## src/rtl/inj_pkg.sv

```systemverilog
// Shared types and constants for the instruction injector.
// FSM state encoding, the bubble (stall) instruction encoding and the
// opcode field location used to recognise it.
package inj_pkg;

    typedef enum logic [1:0] {
        ST_IDLE   = 2'd0,
        ST_INJECT = 2'd1,
        ST_DRAIN  = 2'd2,
        ST_DONE   = 2'd3
    } inj_state_t;

    localparam int          OPCODE_MSB = 6;
    localparam int          OPCODE_LSB = 0;
    localparam logic [6:0]  NOP_OPCODE = 7'h7F;
    localparam logic [31:0] NOP_INST   = 32'h0000007F;

    // True when the instruction carries the stall/bubble opcode.
    function automatic logic is_bubble(input logic [31:0] inst);
        return (inst[OPCODE_MSB:OPCODE_LSB] == NOP_OPCODE);
    endfunction

endpackage

```

## src/rtl/inj_fifo.sv

```systemverilog
// Synchronous FIFO buffering instructions between the source and the core
// fetch port. Head is read straight from storage (no bypass), so a word
// pushed in cycle N is visible at the head in cycle N+1.
module inj_fifo #(
    parameter int DEPTH = 4,
    parameter int WIDTH = 32
) (
    input  logic             clk,
    input  logic             reset_x,
    input  logic             push,
    input  logic             pop,
    input  logic [WIDTH-1:0] din,
    output logic [WIDTH-1:0] head,
    output logic             full,
    output logic             empty
);

    localparam int             AW      = $clog2(DEPTH);
    localparam logic [AW:0]    DEPTH_C = (AW+1)'(DEPTH);
    localparam logic [AW:0]    CNT_ONE = (AW+1)'(1);
    localparam logic [AW-1:0]  PTR_ONE = AW'(1);

    logic [WIDTH-1:0] mem_r [DEPTH];
    logic [AW-1:0]    wr_ptr_r;
    logic [AW-1:0]    rd_ptr_r;
    logic [AW:0]      count_r;
    logic             do_push_s;
    logic             do_pop_s;

    assign full      = (count_r == DEPTH_C);
    assign empty     = (count_r == {(AW+1){1'b0}});
    assign do_push_s = push && !full;
    assign do_pop_s  = pop && !empty;
    assign head      = mem_r[rd_ptr_r];

    // Pointer and occupancy bookkeeping; a simultaneous push and pop leaves occupancy unchanged.
    always_ff @(posedge clk) begin
        if (!reset_x) begin
            wr_ptr_r <= {AW{1'b0}};
            rd_ptr_r <= {AW{1'b0}};
            count_r  <= {(AW+1){1'b0}};
        end else begin
            if (do_push_s) begin
                wr_ptr_r <= wr_ptr_r + PTR_ONE;
            end
            if (do_pop_s) begin
                rd_ptr_r <= rd_ptr_r + PTR_ONE;
            end
            case ({do_push_s, do_pop_s})
                2'b10:   count_r <= count_r + CNT_ONE;
                2'b01:   count_r <= count_r - CNT_ONE;
                default: count_r <= count_r;
            endcase
        end
    end

    // Storage array; contents need no reset because occupancy gates every read.
    always_ff @(posedge clk) begin
        if (do_push_s) begin
            mem_r[wr_ptr_r] <= din;
        end
    end

endmodule

```

## src/rtl/inst_injector.sv

```systemverilog
// Instruction injector: buffers a free instruction stream, turns the
// stall opcode into bubbles, feeds the core fetch port with back-pressure
// and, after MAX_INSTS real instructions, drains the pipeline before
// raising a sticky done.
// Optional build macro INJ_ASSERT_EN embeds protocol assertions and a
// cover point on reaching DONE.
module inst_injector
    import inj_pkg::*;
#(
    parameter int FIFO_DEPTH   = 4,
    parameter int MAX_INSTS    = 8,
    parameter int DRAIN_CYCLES = 32
) (
    input  logic        clk,
    input  logic        reset_x,
    input  logic        start,
    input  logic [31:0] src_inst,
    input  logic        src_valid,
    output logic        src_ready,
    output logic [31:0] fetch_inst,
    output logic        fetch_valid,
    input  logic        fetch_stall,
    output logic [7:0]  inst_count,
    output logic        drain_active,
    output logic        done
);

    localparam logic [7:0] MAX_C       = 8'(MAX_INSTS);
    localparam logic [7:0] DRAIN_LAST  = 8'(DRAIN_CYCLES - 1);

    inj_state_t  state_r;
    logic [7:0]  inst_count_r;
    logic [7:0]  drain_cnt_r;

    logic        push_s;
    logic        pop_s;
    logic        accept_s;
    logic        full_s;
    logic        empty_s;
    logic [31:0] head_s;

    assign src_ready = (state_r == ST_INJECT) && !full_s && (inst_count_r < MAX_C);
    assign accept_s  = src_valid && src_ready;
    assign push_s    = accept_s && !is_bubble(src_inst);

    assign fetch_valid = !empty_s && ((state_r == ST_INJECT) || (state_r == ST_DRAIN));
    assign pop_s       = fetch_valid && !fetch_stall;

    assign inst_count   = inst_count_r;
    assign drain_active = (state_r == ST_DRAIN);
    assign done         = (state_r == ST_DONE);

    // Present the buffered head only when it is a real instruction; otherwise a bubble.
    always_comb begin
        fetch_inst = NOP_INST;
        if (fetch_valid) begin
            fetch_inst = head_s;
        end else begin
            fetch_inst = NOP_INST;
        end
    end

    inj_fifo #(
        .DEPTH (FIFO_DEPTH),
        .WIDTH (32)
    ) u_fifo (
        .clk     (clk),
        .reset_x (reset_x),
        .push    (push_s),
        .pop     (pop_s),
        .din     (src_inst),
        .head    (head_s),
        .full    (full_s),
        .empty   (empty_s)
    );

    // Sequencing FSM with the accepted-instruction and drain counters.
    always_ff @(posedge clk) begin
        if (!reset_x) begin
            state_r      <= ST_IDLE;
            inst_count_r <= 8'd0;
            drain_cnt_r  <= 8'd0;
        end else begin
            if (push_s) begin
                inst_count_r <= inst_count_r + 8'd1;
            end
            case (state_r)
                ST_IDLE: begin
                    if (start) begin
                        state_r <= ST_INJECT;
                    end
                end
                ST_INJECT: begin
                    if (inst_count_r == MAX_C) begin
                        state_r <= ST_DRAIN;
                    end
                end
                ST_DRAIN: begin
                    // Only uninterrupted empty cycles count toward completion.
                    if (!empty_s) begin
                        drain_cnt_r <= 8'd0;
                    end else if (drain_cnt_r == DRAIN_LAST) begin
                        state_r <= ST_DONE;
                    end else begin
                        drain_cnt_r <= drain_cnt_r + 8'd1;
                    end
                end
                ST_DONE: begin
                    state_r <= ST_DONE;
                end
                default: begin
                    state_r <= ST_IDLE;
                end
            endcase
        end
    end

`ifdef INJ_ASSERT_EN
    a_no_push_full: assert property (@(posedge clk) disable iff (!reset_x)
        !(push_s && full_s));
    a_no_pop_empty: assert property (@(posedge clk) disable iff (!reset_x)
        !(pop_s && empty_s));
    a_idle_done_invalid: assert property (@(posedge clk) disable iff (!reset_x)
        ((state_r == ST_IDLE) || (state_r == ST_DONE)) |-> !fetch_valid);
    a_stall_stable: assert property (@(posedge clk) disable iff (!reset_x)
        (fetch_valid && fetch_stall) |=> $stable(fetch_inst));
    a_count_bound: assert property (@(posedge clk) disable iff (!reset_x)
        inst_count_r <= MAX_C);
    a_done_empty: assert property (@(posedge clk) disable iff (!reset_x)
        done |-> empty_s);
    a_no_bubble_valid: assert property (@(posedge clk) disable iff (!reset_x)
        fetch_valid |-> (fetch_inst[OPCODE_MSB:OPCODE_LSB] != NOP_OPCODE));
    c_reach_done: cover property (@(posedge clk) disable iff (!reset_x)
        state_r == ST_DONE);
`endif

endmodule

```

## config.mk

```make
export PLATFORM = sky130hd
export DESIGN_NAME = inst_injector
export DESIGN_NICKNAME = d
export VERILOG_FILES = /design/src/rtl/inj_pkg.sv /design/src/rtl/inj_fifo.sv /design/src/rtl/inst_injector.sv
export SDC_FILE = /design/constraint.sdc
export NUM_CORES = 1
export LEC_CHECK = 0
export ABC_AREA = 1
export CAP_MARGIN = 40
export CELL_PAD_IN_SITES_DETAIL_PLACEMENT = 1
export CELL_PAD_IN_SITES_GLOBAL_PLACEMENT = 1
export CORE_ASPECT_RATIO = 2
export CORE_MARGIN = 2
export CORE_UTILIZATION = 42
export CTS_BUF_LIST = sky130_fd_sc_hd__clkbuf_16
export DETAILED_ROUTE_END_ITERATION = 6
export PLACE_DENSITY = 0.8
export SYNTH_ARGS = -nofsm -noshare
export SYNTH_HDL_FRONTEND = slang
export SYNTH_SLANG_ARGS = --single-unit
```

## constraint.sdc

```tcl
create_clock -name clk -period 5.6 [get_ports clk]
set_clock_uncertainty 0.15 [all_clocks]
set_input_delay 0.56 -clock clk [delete_from_list [all_inputs] [get_ports clk]]
set_output_delay 0.56 -clock clk [all_outputs]
set_load 0.05 [all_outputs]
```

==> summary.txt, run 1 <==
STA
  • Fmax: 241 MHz
  • Hold Slack: 305 ps
  • Slew Limit Fails: 0
  • Unrepaired setup endpoints after global routing: no
  • Final setup viols: 0
  • Worst Max-Slew Pin Slew: 759 ps
  • Max-slew headroom: 49.2%
  • Final Critical Period: 4140 ps
  • Final hold vios: 0
  • Fin crit share: 74.0%
  • Setup TNS: 0 ps

Min path
  • Worst Hold Class: flip-flop to flip-flop
  • Hold Path Stages: 2
  • Hold Crit Start: inst_count[5]
  • Worst Hold Path EP: inst_count[5]

Critical path
  • Crit-path leading delay family: buffers and inverters
  • Most repeated library cell on the critical path: nor2_1
  • Largest stage delay, worst path: 770 ps
  • Crit Path Class: flip-flop to output pin
  • R2R Path Start: state_r[1]
  • Element type at the critical path start: flip-flop
  • Crit path arrival time: 3430 ps
  • Worst Path Buf+Inv: 4
  • Critical path, cell by cell: buf_4, inv_2, buf_12, nor2_1, nor2_1, o21ai_0, o311ai_0, clkdlybuf4s50_1
  • CP required: 4890 ps
  • Setup crit end kind: output pin
  • Slowest stage cell, crit path: clkdlybuf4s50_1
  • Capturing point of the worst reg2reg path: u_fifo.count_r[2]
  • Worst R2R Path Depth: 11
  • Critical path peak fanout: 65
  • FF-to-FF setup slack: 2860 ps

Pwr
  • Clock Power Share: 30.1%
  • Logic pwr share: 29.8%
  • Net Sw Frac: 36.0%
  • P per Cell Area: 426 mW/mm2
  • Internal power: 0.00221 W
  • Leakage power: 2.88 nW
  • Reg power frac: 40.1%
  • Sw Pwr: 0.00125 W
  • Max VDD drop: 0.255 mV
  • Pwr Total: 0.00346 W

Run
  • Max_cap viols: 0

Clocking
  • TritonCTS clock tree: yes
  • Clk_lat worst skew: 420 ps
  • PostCTS Resize Cnt: 0
  • Root buf cell: clkbuf_16
  • Post-CTS Hold Buffers: 0
  • Bufs on Longest Clock Path: 2
  • Post CTS Setup Buffer Count: 0
  • TritonCTS Buffers: 17
  • H-tree levels: 4
  • Clock-pin transition on the worst setup and hold timing paths: 60 ps
  • Clk sinks: 155

Status
  • Outcome: completed

Synthesis
  • Top cells by area, synth: edfxtp_1 (59%), nor2_1 (9.6%), dfxtp_1 (8.3%), o21ai_0 (4.2%), a21oi_1 (2.7%)
  • Area leader, netlist: edfxtp_1
  • Post-Syn Area: 0.00650 mm2
  • Syn Inst Count: 585
  • Synthesized Nets: 636
  • Synth cell types: 34
  • Syn. warnings: 0
  • Number of register bits inferred by synthesis: 155
  • Synth Area in XOR/XNOR: 0.269%
  • Combinational family with the most area after synthesis: simple AND/OR/NAND/NOR gates
  • Synth Area in Adders: 2.81%
  • Post-synthesis mux area share: 0%
  • Synth top area share: 59.1%
  • Synth Area in Compound Gates: 9.79%
  • Post-Syn Area per Cell: 11.1 um2
  • Post-Synth Simple-Gate Area: 15.2%
  • Seq/Total Area, Yosys: 67.4%

Die
  • Die area: 0.0166 mm2
  • Effective utilization at floorplan: 42.7%
  • Row cnt: 64
  • Die extent in y: 180 um
  • I/O pin total: 81
  • Core ar.: 0.0152 mm2
  • Chip width: 92.0 um

Cells and area
  • Antenna fix cells: 0
  • Final core utilization: 53.3%
  • Layout cell share with drive strength beyond 1: 10.6%
  • NumNets Final: 718
  • Area grow syn2layout: 24.8%

Place
  • GP Congestion: 0.790
  • Port bufs: 80
  • HPWL after detailed placement: 11100 um

Route
  • DR DRC count: 0
  • Vias per cell: 5.29
  • DR WL/cell: 19.0 um
  • Vias after detailed routing: 4644
  • Drt total wl: 16700 um
  • DRT iter0 DRCs: 227
  • Final ANT Viol Nets: 0
  • DR pass1 iterations: 4

Global route
  • Largest net degree at the start of global routing: 66
  • Total congestion overflow: 0
  • All-Layer GR Usage: 21.1%
  • Vias in the first global route: 5245
  • First-pass GRT wire length: 26700 um
  • Initial antenna violation count: 0
==> layout by cell type (no fill, tap or decap), types with 2 or more instances in the layout <==
master,n
inv_1,35
a21oi_1,35
o311ai_1,3
nor2_2,4
buf_12,4
inv_6,5
o21ai_0,55
nand2_4,4
ha_1,13
nand3_2,3
edfxtp_1,128
nand2_1,38
clkbuf_16,17
o311ai_0,4
nand4_1,2
inv_2,4
clkinv_4,3
nor2_1,163
buf_4,2
o21ai_1,13
nor2_4,5
dfxtp_1,26
xor2_1,2
clkinv_2,2
clkinvlp_4,6
nand3_1,8
a21oi_2,5
clkdlybuf4s50_1,80
==> kinds of logic after synthesis <==
kind of cell / Yosys count
AO/OA/AOI/OAI: 117
XOR/XNOR: 2
adder cells (fa/ha/maj): 14
buffers and inverters: 65
flip-flops: 155
AND/OR/NAND/NOR: 232
==> stage by stage <==
stage	instances	setup WS (ps)	cell area [um2]
3_3_place_gp	841	2010	7460
2_1_floorplan	585	2390	6500
5_1_grt	878	1290	8110
6_report	878	1460	8110
3_5_place_dp	846	2020	7570
4_1_cts	878	1470	8110
==> synth_stat cells, drive strengths merged <==
| cell type | instances |
|---|---|
| nor2 | 173 |
| edfxtp | 128 |
| o21ai | 69 |
| nand2 | 43 |
| a21oi | 40 |
| inv | 40 |
| dfxtp | 27 |
| ha | 13 |
| buf | 12 |
| clkbuf | 12 |
| nand3 | 11 |
| o311ai | 7 |
| nand4 | 2 |
| nor3 | 2 |
| xor2 | 2 |
| a21boi | 1 |
| clkinv | 1 |
| fa | 1 |
| nor3b | 1 |
==> final cells by class <==
type | count | area, um2
clock inverters | 15 | 116
clock buffers | 17 | 425
well taps | 198 | 248
inverters | 41 | 161
fillers | 1631 | 7100
repair buffers | 87 | 923
flip-flops and latches | 155 | 4390
multi-input cells | 365 | 1850
==> metal layers <==
metal,vias to the layer above,GRT usage [%],part of all wire (%),wire length [um]
met5,-,0,0,0
met4,0,8.96,2.3,392
met3,29,3.48,3.0,495
met2,100,41.4,58,9730
met1,2357,21.0,37,6110
li1,2158,-,-,-
==> power by group through the flow <==
stage / Combinational (W) / Clock [W] / Sequential, W
after floorplan: 0.000683 / 0 / 0.00141
after global placement: 0.000965 / 0 / 0.00140
after detailed placement: 0.00104 / 0 / 0.00141
after CTS: 0.00104 / 0.00106 / 0.00139
after global routing: 0.00112 / 0.00110 / 0.00140
final: 0.00103 / 0.00104 / 0.00139
==> worst max path at each step <==
stage / from / endpoint / slack [ps] / cells past startpoint
floorplan: inst_count[7] / u_fifo.mem_r[0][0] / 2390 / 5
finish: flip-flop / fetch_inst[1] / 1460 / 8
global placement: flip-flop / fetch_inst[2] / 2010 / 5
CTS: flip-flop / fetch_inst[1] / 1470 / 8
detailed placement: flip-flop / fetch_inst[1] / 2020 / 8
global route: flip-flop / fetch_inst[1] / 1290 / 8
==> tightest hold or removal path: stages, from the launching register on <==
cell     delay [ps]
dfxtp_1         330
nand2_1          60
inv_1            30
==> flip-flops by register name (all words and copies together) (netlist names), named ones only <==
register         flops
state_r              2
u_fifo.rd_ptr_r      2
inst_count           8
u_fifo.mem_r       128
u_fifo.count_r       3
u_fifo.wr_ptr_r      2
drain_cnt_r          8
Note: power is estimated with default switching activity, not from simulation.
==> inputs of run 2 (changes only) <==
Clock period 5.6 ns to 3.9 ns, I/O delays scaled along.
==> summary.txt, run 2 (same netlist as run 1, synthesis figures left out) <==
Critical path
  • Crit-path leading delay family: buffers and inverters
  • Setup crit end kind: output pin
  • Largest stage delay, worst path: 840 ps
  • Slowest stage cell, crit path: clkdlybuf4s50_1
  • Critical path, cell by cell: inv_1, ha_1, nand2_4, inv_2, clkdlybuf4s50_1
  • Element type at the critical path start: flip-flop
  • CP required: 3360 ps
  • Worst Path Buf+Inv: 3
  • Crit Path Class: flip-flop to output pin
  • Critical path peak fanout: 28
  • Crit path arrival time: 2590 ps

Pwr
  • Reg power frac: 40.0%
  • Sw Pwr: 0.00175 W
  • Logic pwr share: 28.7%
  • Internal power: 0.00323 W
  • Max VDD drop: 0.384 mV
  • Clock Power Share: 31.3%
  • Net Sw Frac: 35.2%
  • Leakage power: 2.94 nW
  • P per Cell Area: 623 mW/mm2

Route
  • DRT iter0 DRCs: 197
  • DR WL/cell: 18.8 um
  • DR DRC count: 0
  • Vias after detailed routing: 4573
  • Vias per cell: 5.21
  • DR pass1 iterations: 4
  • Drt total wl: 16500 um
  • Final ANT Viol Nets: 0

Die
  • Effective utilization at floorplan: 42.7%
  • Chip width: 92.0 um
  • I/O pin total: 81
  • Core ar.: 0.0152 mm2
  • Row cnt: 64
  • Die extent in y: 180 um
  • Die area: 0.0166 mm2

Cells and area
  • Sequential standard cell area: 0.00439 mm2
  • Fin area: 0.00800 mm2
  • FILL cells: 1631
  • Multi-input gate area: 0.00185 mm2
  • Commonest cells after routing, fill and taps aside: nor2_1 (163), edfxtp_1 (128), o21ai_0 (55), clkdlybuf4s50_1 (48)
  • Max reg flops: 128
  • Layout cell share with drive strength beyond 1: 15.0%
  • Area grow syn2layout: 23.1%
  • NumNets Final: 718
  • Most common cell after layout, fill and taps aside: nor2_1
  • Most flops, register: u_fifo.mem_r
  • Antenna fix cells: 0

STA
  • Final hold vios: 0
  • Final Critical Period: 3130 ps
  • Setup TNS: 0 ps
  • Hold Slack: 309 ps
  • Final setup viols: 0
  • Max-slew headroom: 51.1%
  • Fmax: 319 MHz
  • Fin crit share: 80.3%
  • Worst Max-Slew Pin Slew: 731 ps
  • Slew Limit Fails: 0
  • Unrepaired setup endpoints after global routing: no

Place
  • HPWL after detailed placement: 10600 um
  • Port bufs: 80
  • GP Congestion: 0.757
  • Placed cell areas: 0.00743 mm2

Clocking
  • H-tree levels: 4
  • Root buf cell: clkbuf_16
  • Bufs on Longest Clock Path: 2
  • Post CTS Setup Buffer Count: 0
  • Post-CTS Hold Buffers: 0
  • PostCTS Resize Cnt: 0
  • Clock-pin transition on the worst setup and hold timing paths: 60 ps
  • Clk_lat worst skew: 430 ps
  • TritonCTS Buffers: 17
  • TritonCTS clock tree: yes
  • Clk sinks: 155

Global route
  • Vias in the first global route: 5187
  • Grt met2 use: 40.4%
  • Initial antenna violation count: 0
  • Largest net degree at the start of global routing: 65
  • Total congestion overflow: 0
  • All-Layer GR Usage: 20.9%
  • GR Layer Usage met1: 20.9%
  • First-pass GRT wire length: 26300 um
  • Met3 Use GR: 4.02%
  • Most Crowded Layer GR: met2

Min path
  • Worst Hold Class: flip-flop to flip-flop

Status
  • Outcome: completed

Run
  • Max_cap viols: 0
[run 2: cell types whose count changed in the layout (fill, tap and decap cells not counted)]
cell,delta
clkinv_1,+1
clkbuf_16,+3
clkdlybuf4s50_1,-32
buf_16,-1
inv_6,-5
clkinv_2,+4
clkinv_4,-2
clkinvlp_4,-2
buf_12,-3
buf_4,+36
inv_1,+1
[run 2: path summary, 6_finish.rpt]
kind	start	to	slack, ps	cells past startpoint
min	inst_count[6]	inst_count[6]	310	2
max reg2reg	state_r[0]	u_fifo.count_r[2]	1270	11
max	state_r[0]	fetch_valid	770	5
min reg2reg	inst_count[6]	inst_count[6]	310	2
[run 2: layout make-up]
cell class | instances | area share [%]
Sequential cell | 155 | 54.8
Clock buffer | 20 | 6.25
Tap cell | 198 | 3.10
Clock inverter | 12 | 0.844
Inverter | 41 | 2.02
Timing Repair Buffer | 87 | 9.82
Multi-Input combinational cell | 365 | 23.2
[run 2: power groups by stage]
stage | sequential, W | combinational (W) | clock [W]
global placement | 0.00201 | 0.00137 | 0
CTS | 0.00199 | 0.00145 | 0.00159
finish | 0.00199 | 0.00143 | 0.00156
global route | 0.00200 | 0.00155 | 0.00166
detailed placement | 0.00203 | 0.00144 | 0
floorplan | 0.00203 | 0.000981 | 0
[run 2: layer usage]
layer	share of wire, %	vias up
li1	-	2156
met1	36	2266
met2	58	116
met3	3.5	35
met4	3.0	0
met5	0	-
[run 2: tightest hold or removal path, stage by stage, from the launching register on]
cell and delay [ps]:
dfxtp_1 330, nand2_1 60, inv_1 30
[run 2: metrics by stage]
stage,total power (W),setup slack (ps),cells,utilization (%)
after CTS,0.00503,730,878,52.6
final,0.00498,770,878,52.6
after global placement,0.00338,1050,845,48.7
after detailed placement,0.00347,962,846,48.9
after floorplan,0.00301,688,585,-
after global routing,0.00521,677,878,52.6
==> inputs of run 3 (changes only) <==
Settings changed: CORE_UTILIZATION 42 to 40.
Clock period 3.9 ns to 2.6 ns, I/O delays scaled along.
==> summary.txt, run 3 (same netlist as run 1, synthesis figures left out) <==
Status
  • Outcome: completed

Die
  • Core ar.: 0.0161 mm2
  • Effective utilization at floorplan: 40.4%
  • Die extent in y: 184 um
  • Row cnt: 66
  • Chip width: 94.2 um
  • Die area: 0.0174 mm2
  • I/O pin total: 81

Place
  • DP Worst Slack: -47.5 ps
  • HPWL after detailed placement: 10300 um
  • GP Congestion: 0.739
  • Port bufs: 80

Critical path
  • Element type at the critical path start: flip-flop
  • Critical path peak fanout: 5
  • Worst Path Buf+Inv: 2
  • CP required: 2750 ps
  • Critical path, cell by cell: inv_1, ha_1, nand2_4, nor2_8, ha_1, inv_1, fa_2, a21oi_2, o21ai_2, o21ai_2, a21oi_2
  • Slowest stage cell, crit path: fa_2
  • Crit Path Class: flip-flop to flip-flop
  • Setup crit end kind: flip-flop
  • Crit-path leading delay family: adder cells
  • Largest stage delay, worst path: 400 ps
  • Crit path arrival time: 2650 ps

STA
  • Setup WS post-layout: 104 ps
  • Hold Slack: 306 ps
  • Unrepaired setup endpoints after global routing: yes
  • Slew Limit Fails: 0
  • Final setup viols: 0
  • Max-slew headroom: 65.9%
  • Final hold vios: 0
  • Worst Max-Slew Pin Slew: 503 ps
  • Fin crit share: 96.0%
  • Fmax: 401 MHz
  • Final Critical Period: 2500 ps

Cells and area
  • Most common cell after layout, fill and taps aside: nor2_1
  • Area grow syn2layout: 33.2%
  • Layout cell share with drive strength beyond 1: 17.6%
  • Antenna fix cells: 0
  • Commonest cells after routing, fill and taps aside: nor2_1 (163), edfxtp_1 (128), o21ai_0 (53), clkdlybuf4s50_1 (46), buf_12 (40)
  • Most flops, register: u_fifo.mem_r
  • Max reg flops: 128
  • NumNets Final: 727

Clocking
  • Root buf cell: clkbuf_16
  • Clk sinks: 155
  • TritonCTS clock tree: yes
  • Post-CTS Hold Buffers: 0
  • Clock-pin transition on the worst setup and hold timing paths: 70 ps
  • TritonCTS Buffers: 17
  • Bufs on Longest Clock Path: 2
  • H-tree levels: 4
  • Clk_lat worst skew: 420 ps

Route
  • Final ANT Viol Nets: 0
  • DRT iter0 DRCs: 279
  • DR DRC count: 0
  • Vias after detailed routing: 4630
  • Vias per cell: 5.18
  • DR pass1 iterations: 4
  • Drt total wl: 16900 um
  • DR WL/cell: 18.9 um

Pwr
  • P per Cell Area: 955 mW/mm2
  • Max VDD drop: 0.644 mV
  • Leakage power: 3.17 nW

Run
  • Max_cap viols: 0

Min path
  • Worst Hold Class: flip-flop to flip-flop

Global route
  • Initial antenna violation count: 0
  • All-Layer GR Usage: 20.4%
  • Vias in the first global route: 5071
  • First-pass GRT wire length: 26600 um
  • Largest net degree at the start of global routing: 65
  • Total congestion overflow: 0
run 3: worst reg2reg max path: stages (launching register included):
cell and delay (ps):
dfxtp_1 370, inv_1 100, ha_1 330, nand2_4 100, nor2_8 130, ha_1 160
inv_1 100, fa_2 400, a21oi_2 210, o21ai_2 120, o21ai_2 160, a21oi_2 50
run 3: report_power, final:
part	switching (W)	internal, W	leakage, nW
Combinational	0.00166	0.000994	1.48
Sequential	0.000109	0.00288	1.37
Clock	0.00107	0.00155	0.313
run 3: timing repair:
action	CTS	global route
setup endpoints to repair	8	8
resized for setup	4	10
setup buffers	0	0
run 3: routing by layer:
metal	vias up	wire, um	GRT usage [%]
li1	2188	-	-
met1	2292	6680	24.4
met2	122	9140	35.6
met3	28	658	3.72
met4	0	368	8.52
met5	-	0	0
run 3: layout make-up:
| type | count | area (um2) |
|---|---|---|
| multi-input combinational | 365 | 1890 |
| clock inverter | 15 | 205 |
| inverter | 41 | 164 |
| tap | 204 | 255 |
| timing repair buffer | 96 | 1340 |
| sequential | 155 | 4390 |
| clock buffer | 17 | 425 |
| fill | 1661 | 7440 |
run 3: per-stage QoR:
step	power, W	std cells	instance area (um2)	TNS [ps]	util, %
2_1_floorplan	0.00453	585	6530	0	-
3_3_place_gp	0.00555	861	7980	0	49.6
3_5_place_dp	0.00564	861	7980	-47.5	49.6
4_1_cts	0.00831	893	8620	0	53.5
5_1_grt	0.00862	893	8660	0	53.8
6_report	0.00827	893	8660	0	53.8
run 3: worst paths after layout:
kind,startpoint,to,slack (ps),cells after the start
worst min register to register,inst_count[5],inst_count[5],310,2
worst max register to register,state_r[0],u_fifo.count_r[2],100,11
worst max-delay path,state_r[0],u_fifo.count_r[2],100,11
worst min-delay path,inst_count[5],inst_count[5],310,2
